[src/rtl/spy_pkg.sv]
// Shared definitions for the morse-entry game: FSM state encodings,
// morse symbol constants and code geometry.
package spy_pkg;

   localparam int SYM_W   = 2;
   localparam int NUM_SYM = 5;
   localparam int CODE_W  = SYM_W * NUM_SYM;

   localparam logic [SYM_W-1:0] MORSE_NONE = 2'b00;
   localparam logic [SYM_W-1:0] MORSE_DOT  = 2'b01;
   localparam logic [SYM_W-1:0] MORSE_LINE = 2'b11;

   // A code with no symbols entered at all
   localparam logic [CODE_W-1:0] CODE_EMPTY = {NUM_SYM{MORSE_NONE}};

   typedef enum logic [2:0] {
      ST_IDLE      = 3'd0,
      ST_CLEAR     = 3'd1,
      ST_P1_ENTRY  = 3'd2,
      ST_P2_ENTRY  = 3'd3,
      ST_COMPARE   = 3'd4,
      ST_RESULT    = 3'd5,
      ST_GAME_OVER = 3'd6
   } roundState_e;

endpackage

[src/rtl/round_sequencer_entry_timer.sv]
// Entry-phase watchdog: counts cycles while run_i is high and flags
// expiry once TIMEOUT_CYCLES cycles have elapsed since the last clear.
// Only instantiated when ENTRY_TIMEOUT_EN is defined.
module entry_timer #(
   parameter int TIMEOUT_CYCLES = 50000000,
   parameter int CNT_W          = 26
) (
   input  logic clock,
   input  logic resetn,
   input  logic clear_i,
   input  logic run_i,
   output logic expired_o
);

   logic [CNT_W-1:0] count_q;

   assign expired_o = (count_q == CNT_W'(TIMEOUT_CYCLES - 1));

   // Count up while running; hold at the terminal value so expiry stays asserted until cleared
   always_ff @(posedge clock) begin
      if (!resetn || clear_i) begin
         count_q <= '0;
      end else if (run_i && !expired_o) begin
         count_q <= count_q + 1'b1;
      end
   end

endmodule

[src/rtl/round_sequencer.sv]
// Game-round controller for the two morse-entry players: clears both players,
// opens player 1 then player 2 entry, compares codes, scores and counts rounds.
// Optional feature macro: ENTRY_TIMEOUT_EN adds a per-entry-phase timeout.
module round_sequencer
   import spy_pkg::*;
#(
   parameter int ROUNDS         = 8,
   parameter int TIMEOUT_CYCLES = 50000000,
   parameter int CNT_W          = 26
) (
   input  logic              clock,
   input  logic              resetn,
   input  logic              start_i,
   input  logic              p1_done_i,
   input  logic              p2_done_i,
   input  logic [CODE_W-1:0] p1_code_i,
   input  logic [CODE_W-1:0] p2_code_i,
   output logic              p1_clear_o,
   output logic              p2_clear_o,
   output logic              p1_en_o,
   output logic              p2_en_o,
   output logic              round_match_o,
   output logic [3:0]        score_o,
   output logic [3:0]        round_num_o,
   output logic              timeout_o,
   output logic              game_over_o,
   output logic [2:0]        state_o
);

   roundState_e state_q, state_d;
   logic        clear_q, p1En_q, p2En_q, gameOver_q;
   logic        roundMatch_q, timeout_q;
   logic [3:0]  score_q, roundNum_q;
   logic        timerExpired;
   logic        inEntry;
   logic        matchNow;

   assign inEntry = (state_q == ST_P1_ENTRY) || (state_q == ST_P2_ENTRY);

`ifdef ENTRY_TIMEOUT_EN
   logic timerClear;

   // Timer restarts in every non-entry state and on every entry-state exit
   assign timerClear = !inEntry || (state_d != state_q);

   entry_timer #(
      .TIMEOUT_CYCLES (TIMEOUT_CYCLES),
      .CNT_W          (CNT_W)
   ) u_entry_timer (
      .clock     (clock),
      .resetn    (resetn),
      .clear_i   (timerClear),
      .run_i     (inEntry),
      .expired_o (timerExpired)
   );
`else
   logic unusedTimerCfg;

   assign unusedTimerCfg = (TIMEOUT_CYCLES != 0) ^ (CNT_W != 0);
   assign timerExpired   = 1'b0;
`endif

   // An empty code never matches, nor does a round that ended by timeout
   assign matchNow = (p1_code_i == p2_code_i) && (p1_code_i != CODE_EMPTY) && !timeout_q;

   // Next-state selection; a done input always beats a same-cycle timer expiry
   always_comb begin
      state_d = state_q;
      case (state_q)
         ST_IDLE:      if (start_i) state_d = ST_CLEAR;
         ST_CLEAR:     state_d = ST_P1_ENTRY;
         ST_P1_ENTRY: begin
            if (p1_done_i)         state_d = ST_P2_ENTRY;
            else if (timerExpired) state_d = ST_COMPARE;
         end
         ST_P2_ENTRY: begin
            if (p2_done_i || timerExpired) state_d = ST_COMPARE;
         end
         ST_COMPARE:   state_d = ST_RESULT;
         ST_RESULT:    state_d = (roundNum_q == 4'(ROUNDS)) ? ST_GAME_OVER : ST_CLEAR;
         ST_GAME_OVER: if (start_i) state_d = ST_CLEAR;
         default:      state_d = ST_IDLE;
      endcase
   end

   // State, registered Moore outputs (decoded from the next state) and round bookkeeping
   always_ff @(posedge clock) begin
      if (!resetn) begin
         state_q      <= ST_IDLE;
         clear_q      <= 1'b0;
         p1En_q       <= 1'b0;
         p2En_q       <= 1'b0;
         gameOver_q   <= 1'b0;
         roundMatch_q <= 1'b0;
         timeout_q    <= 1'b0;
         score_q      <= '0;
         roundNum_q   <= '0;
      end else begin
         state_q    <= state_d;
         clear_q    <= (state_d == ST_CLEAR);
         p1En_q     <= (state_d == ST_P1_ENTRY);
         p2En_q     <= (state_d == ST_P2_ENTRY);
         gameOver_q <= (state_d == ST_GAME_OVER);

         case (state_q)
            ST_IDLE, ST_GAME_OVER: begin
               if (start_i) begin
                  score_q      <= '0;
                  roundNum_q   <= '0;
                  roundMatch_q <= 1'b0;
                  timeout_q    <= 1'b0;
               end
            end
            ST_P1_ENTRY: begin
               if (!p1_done_i && timerExpired) timeout_q <= 1'b1;
            end
            ST_P2_ENTRY: begin
               if (!p2_done_i && timerExpired) timeout_q <= 1'b1;
            end
            ST_COMPARE: begin
               roundMatch_q <= matchNow;
               score_q      <= score_q + {3'b000, matchNow};
               roundNum_q   <= roundNum_q + 1'b1;
            end
            ST_RESULT: begin
               if (state_d == ST_CLEAR) timeout_q <= 1'b0;
            end
            default: ;
         endcase
      end
   end

   assign p1_clear_o    = clear_q;
   assign p2_clear_o    = clear_q;
   assign p1_en_o       = p1En_q;
   assign p2_en_o       = p2En_q;
   assign round_match_o = roundMatch_q;
   assign score_o       = score_q;
   assign round_num_o   = roundNum_q;
   assign timeout_o     = timeout_q;
   assign game_over_o   = gameOver_q;
   assign state_o       = state_q;

endmodule

[config.mk]
export PLATFORM = sky130hd
export DESIGN_NAME = round_sequencer
export DESIGN_NICKNAME = d
export VERILOG_FILES = /design/src/rtl/spy_pkg.sv /design/src/rtl/round_sequencer_entry_timer.sv /design/src/rtl/round_sequencer.sv
export SDC_FILE = /design/constraint.sdc
export NUM_CORES = 1
export LEC_CHECK = 0
export CAP_MARGIN = 20
export CORE_ASPECT_RATIO = 0.8
export CORE_MARGIN = 10
export CORE_UTILIZATION = 36
export DETAILED_ROUTE_END_ITERATION = 10
export GPL_TIMING_DRIVEN = 0
export PLACE_DENSITY = 0.86
export REMOVE_ABC_BUFFERS = 1
export SLEW_MARGIN = 10
export SYNTH_ARGS = -nofsm -noshare
export SYNTH_HDL_FRONTEND = slang
export SYNTH_SLANG_ARGS = --single-unit
export TNS_END_PERCENT = 5
[constraint.sdc]
create_clock -name clock -period 1.56 [get_ports clock]
set_clock_uncertainty 0.15 [all_clocks]
set_input_delay 0.156 -clock clock [delete_from_list [all_inputs] [get_ports clock]]
set_output_delay 0.156 -clock clock [all_outputs]
set_load 0.01 [all_outputs]
# Yosys cells after proc, flatten, opt, wreduce, memory -nomap -nowiden
# Index checks and enable logic that the tools add are counted.
word_totals:
  word_cells: 47
  output_inout_bits: 18
  in_bits: 25
  regBits: 17
op_classes:
  reduce_logical: 10
  eq_ne: 14
  add_sub_neg: 2
  n_mux: 12
ops:
  columns: ["operator", "count"]
  rows:
  - ["case mux 3 bit (6 select lines)", 1]
  - ["case mux 4 bit (2 select lines)", 2]
  - ["== test 3 x 2 -> 1 bit (second input constant)", 4]
  - ["== test 3 bit (second input constant)", 4]
  - ["two-way mux 3 bit", 4]
  - ["== test 10 bit", 1]
  - ["nonzero test 10 bit", 1]
  - ["== test 3 x 1 -> 1 bit (second input constant)", 2]
  - ["adder 4 x 1 -> 4 bit", 1]
  - ["adder 4 x 1 -> 4 bit (second input constant)", 1]
  - ["== test 4 bit (second input constant)", 1]
  - ["two-way mux 4 bit", 1]
  - ["case mux 1 bit (2 select lines)", 2]
  - ["nonzero test 2 bit", 2]
  - ["logical NOT 3 bit", 1]
  - ["AND reduction 3 bit", 1]
  - ["logical AND 1 bit", 2]
  - ["two-way mux 1 bit", 2]
  - ["inequality test 2 x 1 -> 1 bit (second input constant)", 1]
  - ["inequality test 2 bit (second input constant)", 1]
  - ["AND reduction 2 bit", 1]
  - ["OR reduction 2 bit", 1]
  - ["logical NOT 1 bit", 1]

# Longest topological paths before layout
# Gate-level depths: netlist of the first run.
depth:
  depth_word: 6
  mapped_depth: 8
  ltp_nobuf: 8

# Worst setup path after synthesis of the first run
# Ideal clock, no wire load.
synth_path:
  path_kind: "in2reg"
  startpoint: "in p2_code_i[6]"
  endpoint: "reg score_q[2], in the netlist score_o[2]"
  path_slack_ps: -81
  stages: 8
  t_arrival_ps: 1400
  t_required_ps: 1319
  setup_ps: 91
  n_path_buf: 0
  path_cell_list: "xor2_1 -> nor4_1 -> nand2_1 -> nor2_1 -> ha_1 -> ha_1 -> a21oi_1 -> a311oi_1"
synth_via:
  elab_chain_len: 5
synth_rtl:
  columns: ["element", "line_no", "text"]
  rows:
  - ["start, declared", "round_sequencer.sv:17", "input logic [CODE_W-1:0] p2_code_i,"]
  - ["== test 10 bit", "round_sequencer.sv:64", "assign matchNow = (p1_code_i == p2_code_i) && (p1_code_i != CODE_EMPTY) && !timeout_q;"]
  - ["logical AND 1 bit (2 in series)", "round_sequencer.sv:64", null]
  - ["adder 4 x 1 -> 4 bit", "round_sequencer.sv:122", "score_q <= score_q + {3'b000, matchNow};"]
  - ["case mux 4 bit (2 select lines)", "round_sequencer.sv:105", "case (state_q)"]
  - ["end signal, assigned", "round_sequencer.sv:122", null]
  - ["end, declared", "round_sequencer.sv:33", "logic [3:0] score_q, roundNum_q;"]
# Every way passes these cells.
# A chain may end at the register's enable or synchronous reset.

# Worst setup path after layout of the first run
layout_path:
  startpoint: "in p1_code_i[9]"
  endpoint: "reg roundMatch_q, in the netlist round_match_o"
layout_via:
  elab_chain_len: 4
  word_cells_on_any_way: 5
  cone_classes: "1 x eq/ne; 1 x mux; 3 x reduce/logical"
layout_rtl:
  columns: ["element", "line_no", "text"]
  rows:
  - ["start, declared", "round_sequencer.sv:16", "input logic [CODE_W-1:0] p1_code_i,"]
  - ["== test 10 bit / nonzero test 10 bit (equally long branches)", "round_sequencer.sv:64", null]
  - ["logical AND 1 bit (*) (2 in series)", "round_sequencer.sv:64", null]
  - ["case mux 1 bit (2 select lines) (*)", "round_sequencer.sv:105", null]
  - ["end signal, assigned", "round_sequencer.sv:121", "roundMatch_q <= matchNow;"]
  - ["end, declared", "round_sequencer.sv:32", "logic roundMatch_q, timeout_q;"]
# Mark *: on every way between the ends. The rest lies on a longest branch, timed or not.

==> results.md, run 1 <==
Timing:
- The number of setup violations in the final report is 3.
- The final hold slack is 0.199 ns.
- Setup repair after global routing could not meet its margin everywhere.
- The summed negative setup slack over all endpoints is -0.0429 ns.
- The share of the cycle needed by the critical path after routing is 102%.
- The final number of max-transition violations is 0.
- Once routing completed, OpenROAD measured the worst setup slack at -0.0260 ns.
- The number of failing hold endpoints at the final stage came to 0.
- The worst path in the final design needs a cycle of 1.59 ns, including I/O delays and setup.
- The maximum achievable frequency is 0.630 GHz.

Logic synthesis:
- Of all cell types, the one taking the most synthesized area is sky130_fd_sc_hd__dfxtp_1.
- The synthesis-stage register bit count is 16.
- The Yosys warning count is 0.
- The most frequently used cell type in the post-synthesis netlist is sky130_fd_sc_hd__dfxtp_1.
- The top-area cell type share of the netlist area is 34.2%.
- Dividing the synthesized area by the synthesized cell count gives 8.91 µm².
- The async set-or-reset flop fraction in the synthesized netlist is 0%.
- The number of distinct library cells after synthesis is 39.
- The mapped netlist covers 936 µm².
- Counting instances in the post-synthesis netlist gives the leading cell types as sky130_fd_sc_hd__dfxtp_1, sky130_fd_sc_hd__xor2_1, sky130_fd_sc_hd__nand2_1, sky130_fd_sc_hd__a21oi_1.
- The synthesized design contains 0 enable-type register cells.
- Synthesis produced a netlist whose cell count is 105.
- The predominant post-synthesis flop cell is sky130_fd_sc_hd__dfxtp_1.
- Of the synthesized area, sequential elements account for 34.2%.
- Yosys attributes the largest share of cell area to sky130_fd_sc_hd__dfxtp_1, sky130_fd_sc_hd__xor2_1, sky130_fd_sc_hd__ha_1.

Clock network:
- The maximum buffer depth of the clock tree is 2.
- After clock tree synthesis, the flow added hold-fix buffers numbering 0.
- For this design, the sink count on the clock tree is 16.
- In this run the number of H-tree levels came out at 1.
- The latest clock arrival within the worst-skew pair is 0.30 ns.
- The number of buffers created by CTS is 3.
- The clock tree from TritonCTS is built.
- The post-CTS clock slew at the launch and capture registers of the worst setup and hold paths is approximately 0.10 ns.
- The tree is rooted in a sky130_fd_sc_hd__clkbuf_4.

Critical path:
- The delay contributed by the slowest stage of the critical path is 0.24 ns.
- The cell seen most often among critical-path stages is sky130_fd_sc_hd__buf_4.
- The startpoint class of the critical path is an input pin.
- Broken down by cell family, the worst path's largest delay share belongs to buffers and inverters.
- The slowest stage of the critical path belongs to the cell sky130_fd_sc_hd__nor4_2.
- At the worst endpoint, the required time is 1.64 ns.
- The critical path goes through clkdlybuf4s15_1, xor2_1, nor4_2, nand2_1, buf_4, buf_4, buf_4, buf_4, buf_4, buf_4, o22ai_1.
- The critical path contains buffers and inverters numbering 7 combined.
- The type of the worst setup path is input pin to flop.
- The arrival time of data at the critical path endpoint is 1.67 ns.
- The nature of the critical path endpoint is a flop.
- Along the worst path, the maximum fanout reaches 2.

Routing:
- After detailed routing, the total wire length is roughly 3300 µm.
- The starting DRC count in detailed routing is a little over 80.
- The via-per-instance ratio is 5.13.
- The detailed-route wire length per cell is 16.7 µm.
- For this run, design rule violations remaining after detail routing come to 0.
- The first detailed-routing pass took 4 iterations.
- The remaining antenna violation count is 0.
- The total vias in the final route is between 1000 and 1500.

GRT:
- The initial antenna violation count came to 0.
- The number of global-route vias before repair is 1084.
- The largest net degree at the start of global routing is 14.
- The aggregate global routing overflow is 0.
- The first global-routing pass estimated 5050 µm of wire.
- Global routing used 12.1% of the available tracks across all layers.

Cells and area:
- The final net count is 190.
- The area growth from synthesis to layout is 72.9%.
- The proportion of layout cells with a drive suffix above 1 is 38.1%.
- The number of antenna diodes is 0.

Status:
- The final reports fail on negative setup slack.
- The flow ran to the end, but the final reports show violations.

Placement:
- Buffers placed on the I/O ports in this run total roughly 40.
- The congestion estimate from routability-driven global placement came to around 0.79.
- Detailed placement ended at an HPWL of 2220 µm.

Floorplan:
- The placeable core region is around 2500 µm².
- The floorplan has 16 rows.
- The initial standard-cell utilization of the core is 38.0%.
- The boundary pin count is between 40 and 50.
- The die extent in x is between 70 and 80 µm.
- The vertical extent of the die is 65.6 µm.
- The die covers 5050 µm².

Power:
- The leakage power of the design is 0.692 nW.
- The worst IR drop on VDD is 0.000242 V.
- Dividing total power by cell area gives a power density of 611 nW/µm².

Flow run:
- Max-cap violations in this run came to 0.

Worst hold path:
- The tightest min-delay check is of the input pin to flop type.
kinds of logic after synthesis:
family                   Yosys count  synth area share (%)
flip-flops                        16                  34.2
buffers and inverters              9                  5.35
AO/OA/AOI/OAI                     27                  21.3
other                              1                 0.401
adder cells (fa/ha/maj)            4                  5.35
multiplexers                       1                  1.07
XOR/XNOR                          10                  9.36
AND/OR/NAND/NOR                   37                  23.0
cell type report:
class,instances,area [µm²]
timing repair buffer,55,474
sequential,16,342
fill,201,845
tap,36,45.0
clock buffer,4,36.3
multi-input combinational,80,702
inverter,5,18.8
sequential cells by signal (all words and copies together), names as in the netlist:
register and cells:
score_o 4, p1_en_o 1, round_match_o 1, state_o 3
round_num_o 4, p2_en_o 1, game_over_o 1, p1_clear_o 1
path summary, 6_finish.rpt:
path              endpoint     startpoint  slack [ns]  cells past startpoint
max          round_match_o   p1_code_i[9]       -0.03                     11
min          round_match_o   p1_code_i[1]        0.20                      5
max reg2reg  round_match_o     state_o[2]        0.02                      6
min reg2reg  round_match_o  round_match_o        0.36                      2
cells in the final DEF (no fill, tap or decap), types with 2 or more instances in the layout:
master	n
sky130_fd_sc_hd__ha_1	2
sky130_fd_sc_hd__xor2_1	6
sky130_fd_sc_hd__nand2_1	9
sky130_fd_sc_hd__inv_1	4
sky130_fd_sc_hd__a311oi_1	3
sky130_fd_sc_hd__nor2_1	5
sky130_fd_sc_hd__dfxtp_1	7
sky130_fd_sc_hd__o21ai_2	2
sky130_fd_sc_hd__clkbuf_2	8
sky130_fd_sc_hd__nor4_2	3
sky130_fd_sc_hd__clkbuf_4	4
sky130_fd_sc_hd__dfxtp_2	5
sky130_fd_sc_hd__dfxtp_4	4
sky130_fd_sc_hd__o21ai_0	5
sky130_fd_sc_hd__clkdlybuf4s50_1	11
sky130_fd_sc_hd__and2_1	2
sky130_fd_sc_hd__dlymetal6s2s_1	4
sky130_fd_sc_hd__xor2_2	2
sky130_fd_sc_hd__buf_4	13
sky130_fd_sc_hd__nand2b_1	2
sky130_fd_sc_hd__nand3_1	4
sky130_fd_sc_hd__clkdlybuf4s15_1	5
sky130_fd_sc_hd__dlygate4sd2_1	10
sky130_fd_sc_hd__a21oi_1	6
sky130_fd_sc_hd__xor2_4	2
sky130_fd_sc_hd__nand3b_1	2
layer usage:
metal  wire length, µm  part of all wire (%)  GRT usage [%]  vias to the layer above
met5                 0                     0              0                        -
met4                97                   3.0           6.82                        0
met3               215                   6.6           3.80                        9
met2              1710                    52           22.7                       39
met1              1250                    38           11.8                      473
li1                  -                     -              -                      484
worst register-to-register path, delay by kind of cell, from the launching register on:
family | cells | cell delay, ns
buf+inv | 2 | 0.31
compound gates | 1 | 0.14
simple gates | 3 | 0.50
flops | 1 | 0.40
where the power goes:
part / switching [mW] / total [mW] / internal, mW / leakage (nW)
sequential: 0.0158 / 0.435 / 0.419 / 0.135
combinational: 0.130 / 0.265 / 0.135 / 0.536
clock: 0.146 / 0.288 / 0.142 / 0.0210
total: 0.292 / 0.989 / 0.697 / 0.692
metrics by stage:
stage	util [%]	cells	worst slack, ns	area, µm²	power, mW
floorplan	-	101	-0.0810	905	0.536
global placement	55.2	178	-0.681	1360	0.653
detailed placement	55.2	178	-0.770	1360	0.662
CTS	60.6	191	-0.0651	1490	0.952
global route	65.7	196	-0.0487	1620	1.03
finish	65.7	196	-0.0260	1620	0.989
what timing repair did:
| item | 4_1_cts | 5_1_grt |
|---|---|---|
| resized for setup | 60 | 40 |
| pin swaps | 17 | 17 |
| endpoints found under the setup margin | 22 | 15 |
| buffers inserted | 9 | 5 |
Note: power is estimated with default switching activity, not from simulation.
==> run 2: changes to the inputs <==
SKIP_LAST_GASP = 1   (was default)
==> run 2 against run 1 <==
Net effect: the flow still finishes with violations (negative setup slack); setup slack got worse by 0.020 ns; hold slack gained 0.032 ns; sequential share of layout area is 0.13 points lower; critical endpoint is now score_o[2]; clock power is essentially flat; final cell count down 0.51%; largest power group unchanged; flip-flop and latch count did not move.
==> results.md, run 2 (synthesized netlist as in run 1, its figures left out) <==
Status:
- The run finished, with violations left.
- The checks that failed: negative setup slack.

Clock network:
- The quantity of hold-fixing buffers added after cts came to 0 (unchanged).
- The maximum buffer depth of the clock tree is 2 (unchanged).
- The latest clock arrival within the worst-skew pair was 0.30 ns (about the same).
- The clock tree from TritonCTS is built.
- The post-CTS clock slew at the launch and capture registers of the worst setup and hold paths came to 0.10 ns (about the same).
- The number of buffers created by CTS is 3 (unchanged).
- The total number of clock tree sinks is 16 (unchanged).
- The CTS H-tree depth is 1 (unchanged).
- Clock tree synthesis selected as its root buffer the cell sky130_fd_sc_hd__clkbuf_4.

Timing:
- The final number of max-transition violations is 0 (unchanged).
- The smallest setup slack after layout is -0.0463 ns (-0.0202 ns).
- Setup repair after global routing could not meet its margin everywhere.
- The number of setup violations in the final report was 11 (+8).
- The share of the cycle needed by the critical path after routing is 103% (+1.3 points).
- The post-layout minimum cycle time is 1.61 ns (+0.0202 ns).
- The number of failing hold endpoints at the final stage is 0 (unchanged).
- The maximum achievable frequency came to 0.623 GHz (-1.3%).

Routing:
- The remaining antenna violation count came to 0 (unchanged).
- The total vias in the final route is 1010 (+0.50%).
- The total iterations of the first detailed-routing run is 4 (unchanged).
- The via-per-instance ratio is 5.18 (+1.0%).
- The detailed-route wire length per cell is 16.6 µm (-0.23%).
- The starting DRC count in detailed routing is 70 (-15%).
- The total wire length is 3240 µm (-0.73%).
- The DRC violation count after routing is 0 (unchanged).

Placement:
- The placer congestion estimate was 0.786 (unchanged).
- The total of buffers placed on input and output ports is 41 (unchanged).
- The placed standard-cell area came to 1360 µm² (unchanged).
- The number of cells in the design after placement was 178 (unchanged).
- The HPWL after detailed placement came to 2220 µm (unchanged).

Critical path:
- The arrival time of data at the critical path endpoint was 1.67 ns (about the same).
- The critical-path maximum fanout is 3 (+1).
- The required time of the critical path is 1.62 ns (-0.02 ns).
- The worst-case reg-to-reg path depth is 6 (unchanged).
- The startpoint class of the critical path is an input pin.
- The source of the worst register-to-register timing path is round_num_o[0].
- The setup slack of the worst register-to-register path is -0.01 ns (-0.03 ns).
- The worst setup path is captured at a flop.
- The type of the worst setup path is input pin to flop.
- The worst register-to-register path ends at p1_clear_o.

Cells and area:
- The relative area change from synthesis to final layout is 70.7%.
- The proportion of layout cells with a drive suffix above 1 is 37.7% (-0.39 points).
- The most common library cell in the layout ignoring fill and taps is sky130_fd_sc_hd__clkdlybuf4s50_1.
- The top cell types in the final layout, fill and taps aside, are sky130_fd_sc_hd__clkdlybuf4s50_1, sky130_fd_sc_hd__buf_4, sky130_fd_sc_hd__clkbuf_2.
- The number of standard cells in the final layout excluding fillers is 195 (-0.51%).
- The area of the multi-input gates came to 697 µm² (-0.71%).
- The number of inserted filler cells in the final layout is 206 (+2.5%).
- The number of antenna diodes is 0 (unchanged).
- The final net count is 189 (-0.53%).
- The summed area of non-filler cells in the final layout was 1600 µm² (-1.2%).
- The sequential cell area is 335 µm² (-1.8%).

GRT:
- The initial antenna violation count came to 0 (unchanged).
- The aggregate global routing overflow came to 0 (unchanged).
- The global-route wire length before repair is 5040 µm (-0.26%).
- The largest net degree at the start of global routing is 14 (unchanged).
- The overall fraction of global-route tracks in use is 12.1% (-0.028 points).
- The number of global-route vias before repair is 1089 (+0.46%).

Flow run:
- The max-cap violation count is 0 (unchanged).

Power:
- The leakage power of the design is 0.591 nW (-15%).
- The worst IR drop on VDD came to 0.000241 V (-0.27%).
- The power density of the placed cells was 622 nW/µm² (+1.8%).

Floorplan:
- The placeable core region is 2460 µm² (unchanged).
- The cell row count was 16 (unchanged).
- The initial standard-cell utilization of the core is 38.0% (unchanged).
- The die extent in x came to 77.0 µm (unchanged).
- The boundary pin count was 43 (unchanged).
- The area of the die came to 5050 µm² (unchanged).
- The vertical extent of the die is 65.6 µm (unchanged).

Worst hold path:
- The worst min-delay path startpoint is p1_code_i[1].
- The class of the most critical hold timing path is input pin to flop.
- For hold timing, the worst endpoint is round_match_o.
- The number of stages on the worst hold path came to 5 (unchanged).
## run 2: cell count changes in the layout (fill, tap and decap cells not counted), moves of 2 or more
cell,delta
sky130_fd_sc_hd__dfxtp_4,-2
sky130_fd_sc_hd__clkdlybuf4s50_1,+10
sky130_fd_sc_hd__clkdlybuf4s15_1,-2
sky130_fd_sc_hd__dlygate4sd2_1,-6
sky130_fd_sc_hd__clkbuf_2,+2
sky130_fd_sc_hd__dlymetal6s2s_1,-3
## run 2: timing repair
action | 4_1_cts | 5_1_grt
endpoints found under the setup margin | 22 | 23
resized for setup | 43 | 42
buffers inserted | 9 | 4
pin swaps | 14 | 21
## run 2: report_power, final
part | leakage (nW) | switching (mW) | internal (mW)
Clock | 0.0210 | 0.143 | 0.142
Sequential | 0.134 | 0.0153 | 0.422
Combinational | 0.436 | 0.132 | 0.140
## run 2: worst max-delay path: stages
cell and delay (ns):
sky130_fd_sc_hd__clkdlybuf4s15_1 0.22, sky130_fd_sc_hd__nor4_2 0.29, sky130_fd_sc_hd__nand3_1 0.10, sky130_fd_sc_hd__nand2_1 0.10, sky130_fd_sc_hd__nor2_1 0.06, sky130_fd_sc_hd__ha_2 0.20, sky130_fd_sc_hd__ha_4 0.16, sky130_fd_sc_hd__nand2b_1 0.13
sky130_fd_sc_hd__a311oi_1 0.25
## run 2: worst max path at each step
stage	cells after the start	startpoint	endpoint
2_1_floorplan	8	p2_code_i[6]	score_o[2]
3_3_place_gp	9	p1_code_i[6]	score_o[2]
3_5_place_dp	9	p1_code_i[6]	score_o[2]
4_1_cts	9	p2_code_i[7]	score_o[2]
5_1_grt	9	p1_code_i[7]	score_o[2]
6_report	9	p1_code_i[7]	score_o[2]
## run 2: routing by layer
layer / part of all wire, % / track usage (%) / up-vias
met1: 37 / 11.8 / 473
met3: 7.6 / 3.80 / 11
met2: 52 / 22.7 / 46
li1: - / - / 480
met5: 0 / 0 / -
met4: 3.5 / 6.82 / 0
## run 2: area by class of cell
cell class | instances | area share (%)
Clock buffer | 4 | 2.27
Inverter | 5 | 1.17
Multi-Input combinational cell | 80 | 43.6
Sequential cell | 16 | 21.0
Tap cell | 36 | 2.82
Timing Repair Buffer | 54 | 29.1
## run 2: through the flow
step	hold slack, ns	total power [mW]	setup WS [ns]	utilization, %	setup TNS [ns]
3_5_place_dp	0.341	0.662	-0.770	55.2	-3.25
5_1_grt	0.258	1.04	-0.143	64.9	-1.44
3_3_place_gp	0.329	0.653	-0.681	55.2	-2.56
4_1_cts	0.321	0.957	-0.0815	60.8	-0.480
2_1_floorplan	0.128	0.536	-0.0810	-	-0.104
6_report	0.231	0.994	-0.0463	64.9	-0.197
==> patch, RTL diff (settings of run 1) <==
Set the package constant `NUM_SYM` to 4 (it was 5).
--- a/src/rtl/spy_pkg.sv
+++ b/src/rtl/spy_pkg.sv
@@ -3,7 +3,7 @@
 package spy_pkg;
 
    localparam int SYM_W   = 2;
-   localparam int NUM_SYM = 5;
+   localparam int NUM_SYM = 4;
    localparam int CODE_W  = SYM_W * NUM_SYM;
 
    localparam logic [SYM_W-1:0] MORSE_NONE = 2'b00;
Interface: changed (resized p1_code_i and p2_code_i); port bits go from 43 to 39. No check against the original RTL was run, so the function may have changed too.
==> patch against run 1 <==
The run still ends with setup timing left. Sequential cell count unchanged. Largest cell class unchanged. Via count down 4.8%. Final cell count down 8.2%. Routed wire length down 8.7%. First-iteration DRC count down 56%. Setup slack better by 0.021 ns. Sequential power up 3%. Register-to-register slack better by 0.02 ns. Hold slack better by 0.029 ns. Combinational power down 23%. Final area down 10%. Sequential share of layout area up 2.5 points. Synthesized area down 3.1%. Power down 12%.
==> patch: results (changes against run 1) <==
input/output buffers: 37 (-9.8%)
CP peak stage delay: 0.56 ns (+0.32 ns)
Crit Path Max Fanout: 3 (+1)
total track usage: 10.4% (-1.7 points)
largest cells by area after synthesis: dfxtp_1 (35%), xor2_1 (7.7%), ha_1 (5.5%), a21oi_1 (4.4%), a311oi_1 (3.9%)
Final nets: 171 (-10%)
initial antenna violation count: 0 (unchanged)
synthesis warning total: 0 (unchanged)
Fill cells: 196 (-2.5%)
status: finished, violations left
clock latency on the worst-skew pair: 0.30 ns (about the same)
Initial DRC Count: 36 (-56%)
vias per cell: 5.32 (+3.7%)
TritonRoute pass-1 iters: 5 (+1)
violated checks: setup timing
internal power: 0.000612 W (-12%)
Synth async-reset ratio: 0% (unchanged)
sequential share of the synthesized area: 35.3% (+1.1 points)
Max H-tree Level: 1 (unchanged)
WL per Instance: 16.6 um (-0.61%)
Hold Path Class: in2reg
commonest cells in the netlist: dfxtp_1 (16), nand2_1 (9), a21oi_1 (8), xor2_1 (8), o21ai_0 (7)
Clock Pin Slew Worst Setup and Hold Paths: 0.09 ns
clock tree buffer depth: 2 (unchanged)
synth unique cells: 37 (-5.1%)
Slowest-stage cell, CP: clkdlybuf4s50_1
share of the synthesized area in the top cell type: 35.3% (+1.1 points)
Post-DP HPWL: 2.09 mm (-6.2%)
gpl congestion: 0.764 (-2.8%)
CP delay by family, top: buffers and inverters
setup violators final: 1 (-2)
first-pass GRT wire length: 4.41 mm (-13%)
antenna fix cells: 0 (unchanged)
pin count of the biggest net entering global routing: 17 (+3)
number of global-route vias before repair: 932 (-14%)
Leak: 0.617 nW (-11%)
Most used DFF post-synth: dfxtp_1
layout cells sized above 1: 40.3% (+2.2 points)
setup ws final: -0.00458 ns (+0.0215 ns)
CTS Buf Count: 3 (unchanged)
VDD IR max: 389 uV (+61%)
==> patch: cell types whose count changed after synthesis, moves of 2 or more <==
cell,change
o21ai_0,+2
or2b_1,+2
nand3b_1,-2
xor2_1,-2
o21ai_1,-3
==> patch: worst paths after layout <==
check	start	endpoint	slack, ns	depth (start not counted)
setup / recovery	score_o[3]	score_o[3]	-0.005	1
hold / removal	p1_code_i[4]	round_match_o	0.23	5
hold reg to reg	round_match_o	round_match_o	0.35	2
setup reg to reg	state_o[1]	round_num_o[3]	0.04	4
==> patch: kinds of logic (layout without fill, tap and decap cells) <==
| family | Yosys count | after routing | synth area share [%] |
|---|---|---|---|
| other | 1 | 1 | 0.413 |
| and+or+nand+nor | 37 | 37 | 24.3 |
| adders and majority gates | 4 | 4 | 5.52 |
| buffers and inverters | 8 | 51 | 5.10 |
| xor gates and xnor gates | 8 | 8 | 7.72 |
| DFF | 16 | 16 | 35.3 |
| AOI/OAI and AO/OA | 27 | 27 | 21.7 |
==> patch: layout make-up <==
| class | count | share of cell area [%] |
|---|---|---|
| Multi-Input combinational cell | 77 | 45.4 |
| Timing Repair Buffer | 44 | 25.3 |
| Sequential cell | 16 | 23.6 |
| Tap cell | 36 | 3.10 |
| Clock buffer | 3 | 1.55 |
| Inverter | 4 | 1.03 |
==> patch: power by group through the flow <==
stage	Combinational [W]	Clock (W)	Sequential [W]
final	0.000205	0.000221	0.000448
after CTS	0.000199	0.000227	0.000448
after floorplan	0.0000819	0	0.000461
after global placement	0.000201	0	0.000456
after detailed placement	0.000206	0	0.000458
after global routing	0.000220	0.000241	0.000452
==> patch: worst reg2reg max path, cell delays in order, from the launching register on <==
cell,delay (ns)
dfxtp_4,0.42
nand2b_2,0.18
a21boi_4,0.29
nor2_2,0.13
a311oi_1,0.25
==> patch: per-stage QoR <==
stage	area (um^2)	worst slack, ns	util [%]	std cells	setup TNS (ns)
2_1_floorplan	876	-0.151	-	97	-0.199
3_3_place_gp	1290	-0.713	53.3	170	-2.57
3_5_place_dp	1290	-0.751	53.3	170	-2.96
4_1_cts	1380	-0.0543	56.8	175	-0.0894
5_1_grt	1460	-0.0614	60.1	180	-0.259
6_report	1460	-0.00458	60.1	180	-0.00458
==> patch: layer usage <==
metal / up-vias / wire (um) / track usage [%]
li1: 454 / - / -
met1: 476 / 1170 / 10.7
met2: 21 / 1630 / 19.4
met3: 6 / 146 / 3.31
met4: 0 / 44 / 4.17
met5: - / 0 / 0
==> patch: what timing repair did <==
item,CTS,global route
hold buffers,0,0
resized for setup,47,43
setup endpoints to repair,21,15
setup buffers,2,5
pin swaps,15,19
